===== src/rtl/palette_lut_pkg.sv =====
// Shared definitions for the palette lookup block: default sizes, FSM
// encoding and the built-in default palette loaded after reset.
package palette_lut_pkg;

    localparam int          IDX_W_DEF     = 4;
    localparam int          RGB_W_DEF     = 12;
    localparam int          NUM_BANKS_DEF = 2;
    localparam int          TRANS_IDX_DEF = 0;
    localparam logic [11:0] ERR_COLOR_DEF = 12'hF0F;

    typedef enum logic {
        ST_INIT = 1'b0,
        ST_RUN  = 1'b1
    } state_e;

    // A single bank still needs a one-bit select so the ports never vanish.
    function automatic int bank_width(input int num_banks);
        return (num_banks > 1) ? $clog2(num_banks) : 1;
    endfunction

    // Built-in palette; anything past entry 8 shows up as the debug colour.
    function automatic logic [11:0] default_color(input int unsigned idx,
                                                  input logic [11:0] err_color);
        case (idx)
            0:       return 12'h000;
            1:       return 12'hD42;
            2:       return 12'h921;
            3:       return 12'hFF9;
            4:       return 12'h210;
            5:       return 12'h778;
            6:       return 12'h6B4;
            7:       return 12'hDD0;
            8:       return 12'hFFF;
            default: return err_color;
        endcase
    endfunction

endpackage


===== src/rtl/palette_lut_if.sv =====
// Pixel lookup, bank select and palette write signals of the palette block.
// The master side is the pixel pipeline / CPU, the slave side is palette_lut.
interface palette_lut_if
    import palette_lut_pkg::*;
#(
    parameter int IDX_W  = IDX_W_DEF,
    parameter int RGB_W  = RGB_W_DEF,
    parameter int BANK_W = bank_width(NUM_BANKS_DEF)
) ();

    logic              pix_valid_in;
    logic [IDX_W-1:0]  pix_index;
    logic              pix_valid_out;
    logic [RGB_W-1:0]  pix_rgb;
    logic              pix_opaque;
    logic              frame_start;
    logic [BANK_W-1:0] bank_sel_req;
    logic [BANK_W-1:0] active_bank;
    logic              wr_en;
    logic [BANK_W-1:0] wr_bank;
    logic [IDX_W-1:0]  wr_addr;
    logic [RGB_W-1:0]  wr_data;
    logic              wr_ready;
    logic              init_done;

    modport master (
        output pix_valid_in, pix_index, frame_start, bank_sel_req,
               wr_en, wr_bank, wr_addr, wr_data,
        input  pix_valid_out, pix_rgb, pix_opaque, active_bank,
               wr_ready, init_done
    );

    modport slave (
        input  pix_valid_in, pix_index, frame_start, bank_sel_req,
               wr_en, wr_bank, wr_addr, wr_data,
        output pix_valid_out, pix_rgb, pix_opaque, active_bank,
               wr_ready, init_done
    );

endinterface


===== src/rtl/palette_lut_bank_ram.sv =====
// Flat register file holding every palette bank, addressed as {bank, index}.
// One synchronous write port and one read port whose data is registered, so a
// read and a write of the same entry at one edge returns the old colour.
module palette_lut_bank_ram
    import palette_lut_pkg::*;
#(
    parameter int AW    = 5,
    parameter int RGB_W = RGB_W_DEF
) (
    input  logic             clk,
    input  logic             we,
    input  logic [AW-1:0]    waddr,
    input  logic [RGB_W-1:0] wdata,
    input  logic             re,
    input  logic [AW-1:0]    raddr,
    output logic [RGB_W-1:0] rdata
);

    logic [RGB_W-1:0] mem_q [2**AW];
    logic [RGB_W-1:0] rdata_q;
    logic [RGB_W-1:0] rdata_d;

    // Read data only moves on a real lookup so the output colour can hold.
    always_comb begin
        rdata_d = rdata_q;
        if (re) begin
            rdata_d = mem_q[raddr];
        end
    end

    // Palette storage write port.
    always_ff @(posedge clk) begin
        if (we) begin
            mem_q[waddr] <= wdata;
        end
    end

    // Registered read data (no reset; the top masks it until a lookup lands).
    always_ff @(posedge clk) begin
        rdata_q <= rdata_d;
    end

    assign rdata = rdata_q;

endmodule


===== src/rtl/palette_lut.sv =====
// Multi-bank colour palette: loads the default palette into every bank after
// reset, then serves index->RGB lookups with a fixed two-cycle latency, accepts
// runtime palette writes and switches the displayed bank on frame boundaries.
module palette_lut
    import palette_lut_pkg::*;
#(
    parameter int               IDX_W     = IDX_W_DEF,
    parameter int               RGB_W     = RGB_W_DEF,
    parameter int               NUM_BANKS = NUM_BANKS_DEF,
    parameter int               TRANS_IDX = TRANS_IDX_DEF,
    parameter logic [RGB_W-1:0] ERR_COLOR = RGB_W'(ERR_COLOR_DEF)
) (
    input logic          clk,
    input logic          rst,
    palette_lut_if.slave bus
);

    localparam int                BANK_W      = bank_width(NUM_BANKS);
    localparam int                DEPTH       = 2 ** IDX_W;
    localparam int                TOTAL       = NUM_BANKS * DEPTH;
    localparam int                AW          = BANK_W + IDX_W;
    localparam int                CNT_W       = AW + 1;
    localparam logic [CNT_W-1:0]  LAST_CNT    = CNT_W'(TOTAL - 1);
    localparam logic [IDX_W-1:0]  TRANS_I     = IDX_W'(TRANS_IDX);
    localparam logic [BANK_W:0]   NUM_BANKS_W = (BANK_W + 1)'(NUM_BANKS);

    state_e            state_q, state_d;
    logic [CNT_W-1:0]  init_cnt_q, init_cnt_d;
    logic [BANK_W-1:0] active_bank_q, active_bank_d;
    logic              s1_valid_q, s1_valid_d;
    logic [IDX_W-1:0]  s1_index_q, s1_index_d;
    logic [BANK_W-1:0] s1_bank_q, s1_bank_d;
    logic              out_valid_q, out_valid_d;
    logic              out_opaque_q, out_opaque_d;

    logic              run;
    logic              ram_we;
    logic [AW-1:0]     ram_waddr;
    logic [RGB_W-1:0]  ram_wdata;
    logic              ram_re;
    logic [AW-1:0]     ram_raddr;
    logic [RGB_W-1:0]  ram_rdata;

    // Bank numbers at or above NUM_BANKS do not exist and are ignored.
    function automatic logic bank_ok(input logic [BANK_W-1:0] b);
        return ({1'b0, b} < NUM_BANKS_W);
    endfunction

    assign run = (state_q == ST_RUN);

    // INIT walks every entry of every bank once, then RUN holds until reset.
    always_comb begin
        state_d    = state_q;
        init_cnt_d = init_cnt_q;
        case (state_q)
            ST_INIT: begin
                init_cnt_d = init_cnt_q + CNT_W'(1);
                if (init_cnt_q == LAST_CNT) begin
                    state_d = ST_RUN;
                end
            end
            ST_RUN: begin
                state_d = ST_RUN;
            end
            default: begin
                state_d = ST_INIT;
            end
        endcase
    end

    // Write port owner: the init sequencer during INIT, user writes in RUN.
    always_comb begin
        ram_we    = 1'b0;
        ram_waddr = '0;
        ram_wdata = '0;
        if (state_q == ST_INIT) begin
            ram_we    = 1'b1;
            ram_waddr = init_cnt_q[AW-1:0];
            ram_wdata = RGB_W'(default_color(32'(init_cnt_q[IDX_W-1:0]), 12'(ERR_COLOR)));
        end else if (bus.wr_en && bank_ok(bus.wr_bank)) begin
            ram_we    = 1'b1;
            ram_waddr = {bus.wr_bank, bus.wr_addr};
            ram_wdata = bus.wr_data;
        end
    end

    // Lookup pipeline and frame-synchronous bank switch.
    always_comb begin
        s1_valid_d    = run & bus.pix_valid_in;
        s1_index_d    = bus.pix_index;
        s1_bank_d     = active_bank_q;
        out_valid_d   = s1_valid_q;
        out_opaque_d  = out_opaque_q;
        active_bank_d = active_bank_q;
        if (s1_valid_q) begin
            out_opaque_d = (s1_index_q != TRANS_I);
        end
        if (run && bus.frame_start && bank_ok(bus.bank_sel_req)) begin
            active_bank_d = bus.bank_sel_req;
        end
    end

    assign ram_re    = s1_valid_q;
    assign ram_raddr = {s1_bank_q, s1_index_q};

    // Control registers: FSM, init counter and displayed bank.
    always_ff @(posedge clk) begin
        if (rst) begin
            state_q       <= ST_INIT;
            init_cnt_q    <= '0;
            active_bank_q <= '0;
        end else begin
            state_q       <= state_d;
            init_cnt_q    <= init_cnt_d;
            active_bank_q <= active_bank_d;
        end
    end

    // Pipeline registers; reset flushes any lookup in flight.
    always_ff @(posedge clk) begin
        if (rst) begin
            s1_valid_q   <= 1'b0;
            s1_index_q   <= '0;
            s1_bank_q    <= '0;
            out_valid_q  <= 1'b0;
            out_opaque_q <= 1'b0;
        end else begin
            s1_valid_q   <= s1_valid_d;
            s1_index_q   <= s1_index_d;
            s1_bank_q    <= s1_bank_d;
            out_valid_q  <= out_valid_d;
            out_opaque_q <= out_opaque_d;
        end
    end

    palette_lut_bank_ram #(
        .AW    (AW),
        .RGB_W (RGB_W)
    ) u_ram (
        .clk   (clk),
        .we    (ram_we),
        .waddr (ram_waddr),
        .wdata (ram_wdata),
        .re    (ram_re),
        .raddr (ram_raddr),
        .rdata (ram_rdata)
    );

    // A transparent pixel forces black, which also keeps the output at zero
    // after reset before the first lookup has loaded the read register.
    assign bus.pix_valid_out = out_valid_q;
    assign bus.pix_opaque    = out_opaque_q;
    assign bus.pix_rgb       = out_opaque_q ? ram_rdata : '0;
    assign bus.active_bank   = active_bank_q;
    assign bus.wr_ready      = run;
    assign bus.init_done     = run;

endmodule


===== src/flat_wrapper.sv =====
// flat-port wrapper written by rule: the top's interface ports become plain ports
module palette_lut_flat import palette_lut_pkg::*;
#(
    parameter int               IDX_W     = IDX_W_DEF,
    parameter int               RGB_W     = RGB_W_DEF,
    parameter int               NUM_BANKS = NUM_BANKS_DEF,
    parameter int               TRANS_IDX = TRANS_IDX_DEF,
    parameter logic [RGB_W-1:0] ERR_COLOR = RGB_W'(ERR_COLOR_DEF)
)
  (clk, rst, bus_pix_valid_in, bus_pix_index, bus_frame_start, bus_bank_sel_req, bus_wr_en, bus_wr_bank, bus_wr_addr, bus_wr_data, bus_pix_valid_out, bus_pix_rgb, bus_pix_opaque, bus_active_bank, bus_wr_ready, bus_init_done);
  palette_lut_if #(.IDX_W(IDX_W), .RGB_W(RGB_W), .BANK_W(1)) bus_i ();
  input logic clk;
  input logic rst;
  input wire logic [$bits(bus_i.pix_valid_in)-1:0] bus_pix_valid_in;
  input wire logic [$bits(bus_i.pix_index)-1:0] bus_pix_index;
  input wire logic [$bits(bus_i.frame_start)-1:0] bus_frame_start;
  input wire logic [$bits(bus_i.bank_sel_req)-1:0] bus_bank_sel_req;
  input wire logic [$bits(bus_i.wr_en)-1:0] bus_wr_en;
  input wire logic [$bits(bus_i.wr_bank)-1:0] bus_wr_bank;
  input wire logic [$bits(bus_i.wr_addr)-1:0] bus_wr_addr;
  input wire logic [$bits(bus_i.wr_data)-1:0] bus_wr_data;
  output wire logic [$bits(bus_i.pix_valid_out)-1:0] bus_pix_valid_out;
  output wire logic [$bits(bus_i.pix_rgb)-1:0] bus_pix_rgb;
  output wire logic [$bits(bus_i.pix_opaque)-1:0] bus_pix_opaque;
  output wire logic [$bits(bus_i.active_bank)-1:0] bus_active_bank;
  output wire logic [$bits(bus_i.wr_ready)-1:0] bus_wr_ready;
  output wire logic [$bits(bus_i.init_done)-1:0] bus_init_done;
  assign bus_i.pix_valid_in = bus_pix_valid_in;
  assign bus_i.pix_index = bus_pix_index;
  assign bus_i.frame_start = bus_frame_start;
  assign bus_i.bank_sel_req = bus_bank_sel_req;
  assign bus_i.wr_en = bus_wr_en;
  assign bus_i.wr_bank = bus_wr_bank;
  assign bus_i.wr_addr = bus_wr_addr;
  assign bus_i.wr_data = bus_wr_data;
  assign bus_pix_valid_out = bus_i.pix_valid_out;
  assign bus_pix_rgb = bus_i.pix_rgb;
  assign bus_pix_opaque = bus_i.pix_opaque;
  assign bus_active_bank = bus_i.active_bank;
  assign bus_wr_ready = bus_i.wr_ready;
  assign bus_init_done = bus_i.init_done;
  palette_lut #(.IDX_W(IDX_W), .RGB_W(RGB_W), .NUM_BANKS(NUM_BANKS), .TRANS_IDX(TRANS_IDX), .ERR_COLOR(ERR_COLOR)) u_core (.clk(clk), .rst(rst), .bus(bus_i));
endmodule

===== config.mk =====
export PLATFORM = sky130hd
export DESIGN_NAME = palette_lut_flat
export DESIGN_NICKNAME = d
export VERILOG_FILES = /design/src/rtl/palette_lut_pkg.sv /design/src/rtl/palette_lut_if.sv /design/src/rtl/palette_lut_bank_ram.sv /design/src/rtl/palette_lut.sv /design/src/flat_wrapper.sv
export SDC_FILE = /design/constraint.sdc
export NUM_CORES = 1
export LEC_CHECK = 0
export ABC_AREA = 1
export BUFFER_PORTS_ARGS = -buffer_cell sky130_fd_sc_hd__buf_2
export CAP_MARGIN = 20
export CORE_MARGIN = 1
export CORE_UTILIZATION = 65
export DETAILED_ROUTE_END_ITERATION = 10
export GPL_TIMING_DRIVEN = 0
export HOLD_SLACK_MARGIN = 0.15
export PLACE_DENSITY_LB_ADDON = 0.25
export SYNTH_ARGS = -nofsm -noshare
export SYNTH_HDL_FRONTEND = slang
export SYNTH_SLANG_ARGS = --single-unit
export TNS_END_PERCENT = 50

===== constraint.sdc =====
create_clock -name clk -period 3.4 [get_ports clk]
set_input_delay 0.68 -clock clk [delete_from_list [all_inputs] [get_ports clk]]
set_output_delay 0.68 -clock clk [all_outputs]
set_load 0.01 [all_outputs]

==> results by group <==
GRT
  – Vias in the first global route: 13,100
  – GR Overflow Total: 0
  – GRT Util Overall: 35.36%
  – GR Util met2: 56.95%
  – Routing usage on met3: 6.477%
  – Initial antenna violation count: 0
  – GRT busiest layer: met2
  – Met1 GRT Util: 46.44%
  – First-pass GRT wire length: 73.85 mm
  – Pin count of the biggest net entering global routing: 33

Yosys
  – Distinct cell type count after synthesis: 27
  – Synth top area cells: edfxtp_1, nand2_1, inv_1
  – Cell area after synthesis: 0.01847 mm^2
  – Area leader, netlist: edfxtp_1
  – Synth async-reset ratio: 0%
  – Most common cell in the netlist: nand2_1
  – Net Count, Synth: 1,893
  – Top FF cell, synth: edfxtp_1
  – Most frequent cells after synthesis: nand2_1, edfxtp_1, inv_1
  – Cells after Synth: 1,860
  – Top cell type's share of synthesized area: 64.38%
  – EDFF count, synth: 396
  – #FFs+latches synth: 424
  – Register area share after synthesis: 67.41%
  – Synthesis warning total: 0
  – Synthesized area per cell: 9.931 um^2

STA
  – Fin Hold WS: 0.3478 ns
  – Final Hold Viols: 0
  – Worst-Margin Slew: 1.128 ns
  – Final Setup Violations: 0
  – Setup TNS: 0 ns
  – Max-slew violations: 0
  – Final min period: 2.981 ns
  – Fmax: 335.4 MHz
  – Clk_skew: 0.01431 ns
  – Rel. slew slack: 24.55%
  – Final Cycle Share: 87.69%
  – RSZ-0062 raised after global routing: false

Run status
  – Status: finished, final reports clean

CTS
  – CTS Hold Bufs: 0
  – CTS Buffer Depth: 3
  – Root Driver: clkbuf_16
  – TritonCTS Sinks: 424
  – CTS H-tree lvls: 2
  – Reg clk slew, reported paths: 0.06 ns
  – Setup Buffers After CTS: 0
  – CTS tree: done
  – Clock Latency Late Sink: 0.54 ns
  – Cts bufs inserted: 42
  – Post-CTS sizing: 0

Placed design
  – GP Congestion: 0.9411
  – Placed Instances: 2,301
  – HPWL Detailed: 33.21 mm
  – Port bufs: 43

Detailed routing
  – Post-DRT Antenna Nets: 0
  – Pre-Repair DR Iteration Count: 6
  – Vias/cell: 5.623
  – Drt wl/cell: 20.60 um
  – Routed WL: 49.34 mm
  – Drt initial violations: 1,759
  – DR vias: 13,470
  – Post-route DRC: 0

Setup path
  – Critical Path Fanout Max: 12
  – Crit path kind: reg2reg
  – CP arrival: 3.13 ns
  – Setup crit start kind: flip-flop
  – Reg2reg start: u_core.bus.init_done
  – Reg-to-reg endpoint: u_core.u_ram.mem_q[18][1]
  – Worst EP required: 3.55 ns
  – Worst reg2reg setup slack: 0.42 ns
  – Reg2reg path depth: 8
  – Crit path capture type: flip-flop

Floorplanning
  – Die width: 170.6 um
  – Top Ports: 44
  – Chip Height: 170.6 um
  – Core area: 0.02786 mm^2
  – Initial core utilization: 66.31%
  – Std-Cell Rows: 61
  – Total die area: 0.02910 mm^2

Hold path
  – End of the worst hold path: u_core.s1_index_q[0]
  – Worst hold start: bus_pix_index[0]
  – Hold Path Class: in2reg
  – Hold Path Depth: 3

Power and ir drop
  – Tot Pwr: 11.32 mW
  – Leak: 9.230 nW
  – VDD IR-drop max: 0.3975 mV
  – PwrDens: 540.6 mW/mm^2

Cells and area
  – Nets: 2,017
  – Fillers: 1,858
  – Layout cells sized above 1: 10.66%
  – Fin util: 75.17%
  – Layout Cells excl Fill: 2,395
  – ANT cells: 0
  – Synth-to-layout area growth: 13.36%

Job
  – Max Cap Viol: 0
==> state kept, by name, indices dropped and copies added, names as in the netlist, named ones only <==
| name | cells |
|---|---|
| u_core.out_valid_d | 1 |
| u_core.bus.active_bank | 1 |
| u_core.s1_bank_q | 1 |
| u_core.init_cnt_q | 6 |
| u_core.bus.pix_opaque | 1 |
| u_core.bus.init_done | 1 |
| u_core.u_ram.rdata | 12 |
| u_core.bus.pix_valid_out | 1 |
| u_core.s1_index_q | 4 |
| u_core.u_ram.mem_q | 384 |
==> placed cells by master (no fill, tap or decap), types with 4 or more instances in the layout <==
master     netlist  routed
clkinv_2         0       4
nor2_1         156     156
ha_1             6       6
inv_2            5       5
clkbuf_1        11      23
nor2_2           4       4
o21ai_0          6       6
clkbuf_8         0       5
a21oi_1         27      27
nor3_1           5       5
buf_2           40      83
inv_1          288     288
buf_6           12      23
buf_4           11      28
dfxtp_1         28      28
buf_16           0       8
clkinv_1         0      11
buf_1           11      11
clkbuf_16        0      43
edfxtp_1       396     396
a22o_1          12       9
nand2_1        649     649
nand3_1        179     179
==> report_power, final <==
group | switching (mW) | internal, mW | total, mW
Combinational | 0.730 | 0.289 | 1.02
Clock | 1.88 | 2.50 | 4.38
Sequential | 0.0236 | 5.90 | 5.92
==> stage by stage <==
stage	area, um^2	setup slack [ns]
floorplan	18470	1.180
global placement	19160	0.1615
detailed placement	19510	0.1357
CTS	20800	0.4222
global route	20940	0.3216
finish	20940	0.4187
==> area by class of cell <==
class                   instances  area [um^2]  share of cell area (%)
repair buffers                 80        701.9                   3.352
flip-flops and latches        424        12450                   59.46
well taps                     378        473.0                   2.259
multi-input cells            1057         4414                   21.08
plain buffers                  85        500.5                   2.390
inverters                     294         1109                   5.294
clock buffers                  60         1190                   5.682
clock inverters                17        100.1                  0.4780
==> how the worst max path moves through the flow <==
stage / start / to / cells past startpoint
6_report: u_core.bus.init_done / u_core.u_ram.mem_q[18][1] / 8
5_1_grt: u_core.bus.init_done / u_core.u_ram.mem_q[18][9] / 8
4_1_cts: u_core.bus.init_done / u_core.u_ram.mem_q[17][2] / 8
3_5_place_dp: bus_wr_en / u_core.u_ram.mem_q[9][7] / 8
3_3_place_gp: bus_wr_en / u_core.u_ram.mem_q[3][3] / 8
2_1_floorplan: bus_wr_en / u_core.u_ram.mem_q[25][0] / 7
==> logic make-up (layout without fill, tap and decap cells) <==
group | after synthesis | in the layout | synth area share [%]
adders and majority gates | 6 | 6 | 0.4064
and+or+nand+nor | 999 | 999 | 21.74
buffers and inverters | 379 | 536 | 8.711
DFF | 424 | 424 | 67.41
AOI/OAI and AO/OA | 52 | 52 | 1.727
==> worst max-delay path, stage by stage, from the launching register on <==
cell and delay [ns]:
dfxtp_1 0.33, buf_6 0.16, nand2_1 0.07, inv_2 0.07, nand2_1 0.07, o21ai_0 0.39
inv_1 0.37, nand3_1 0.21, nor2_1 0.92
==> per-layer routing <==
| metal | share of wire [%] | vias up |
|---|---|---|
| li1 | - | 6171 |
| met1 | 36 | 6241 |
| met4 | 5.3 | 0 |
| met5 | 0 | - |
| met2 | 47 | 878 |
| met3 | 12 | 176 |
No activity file was read; power rests on OpenSTA's default activity.
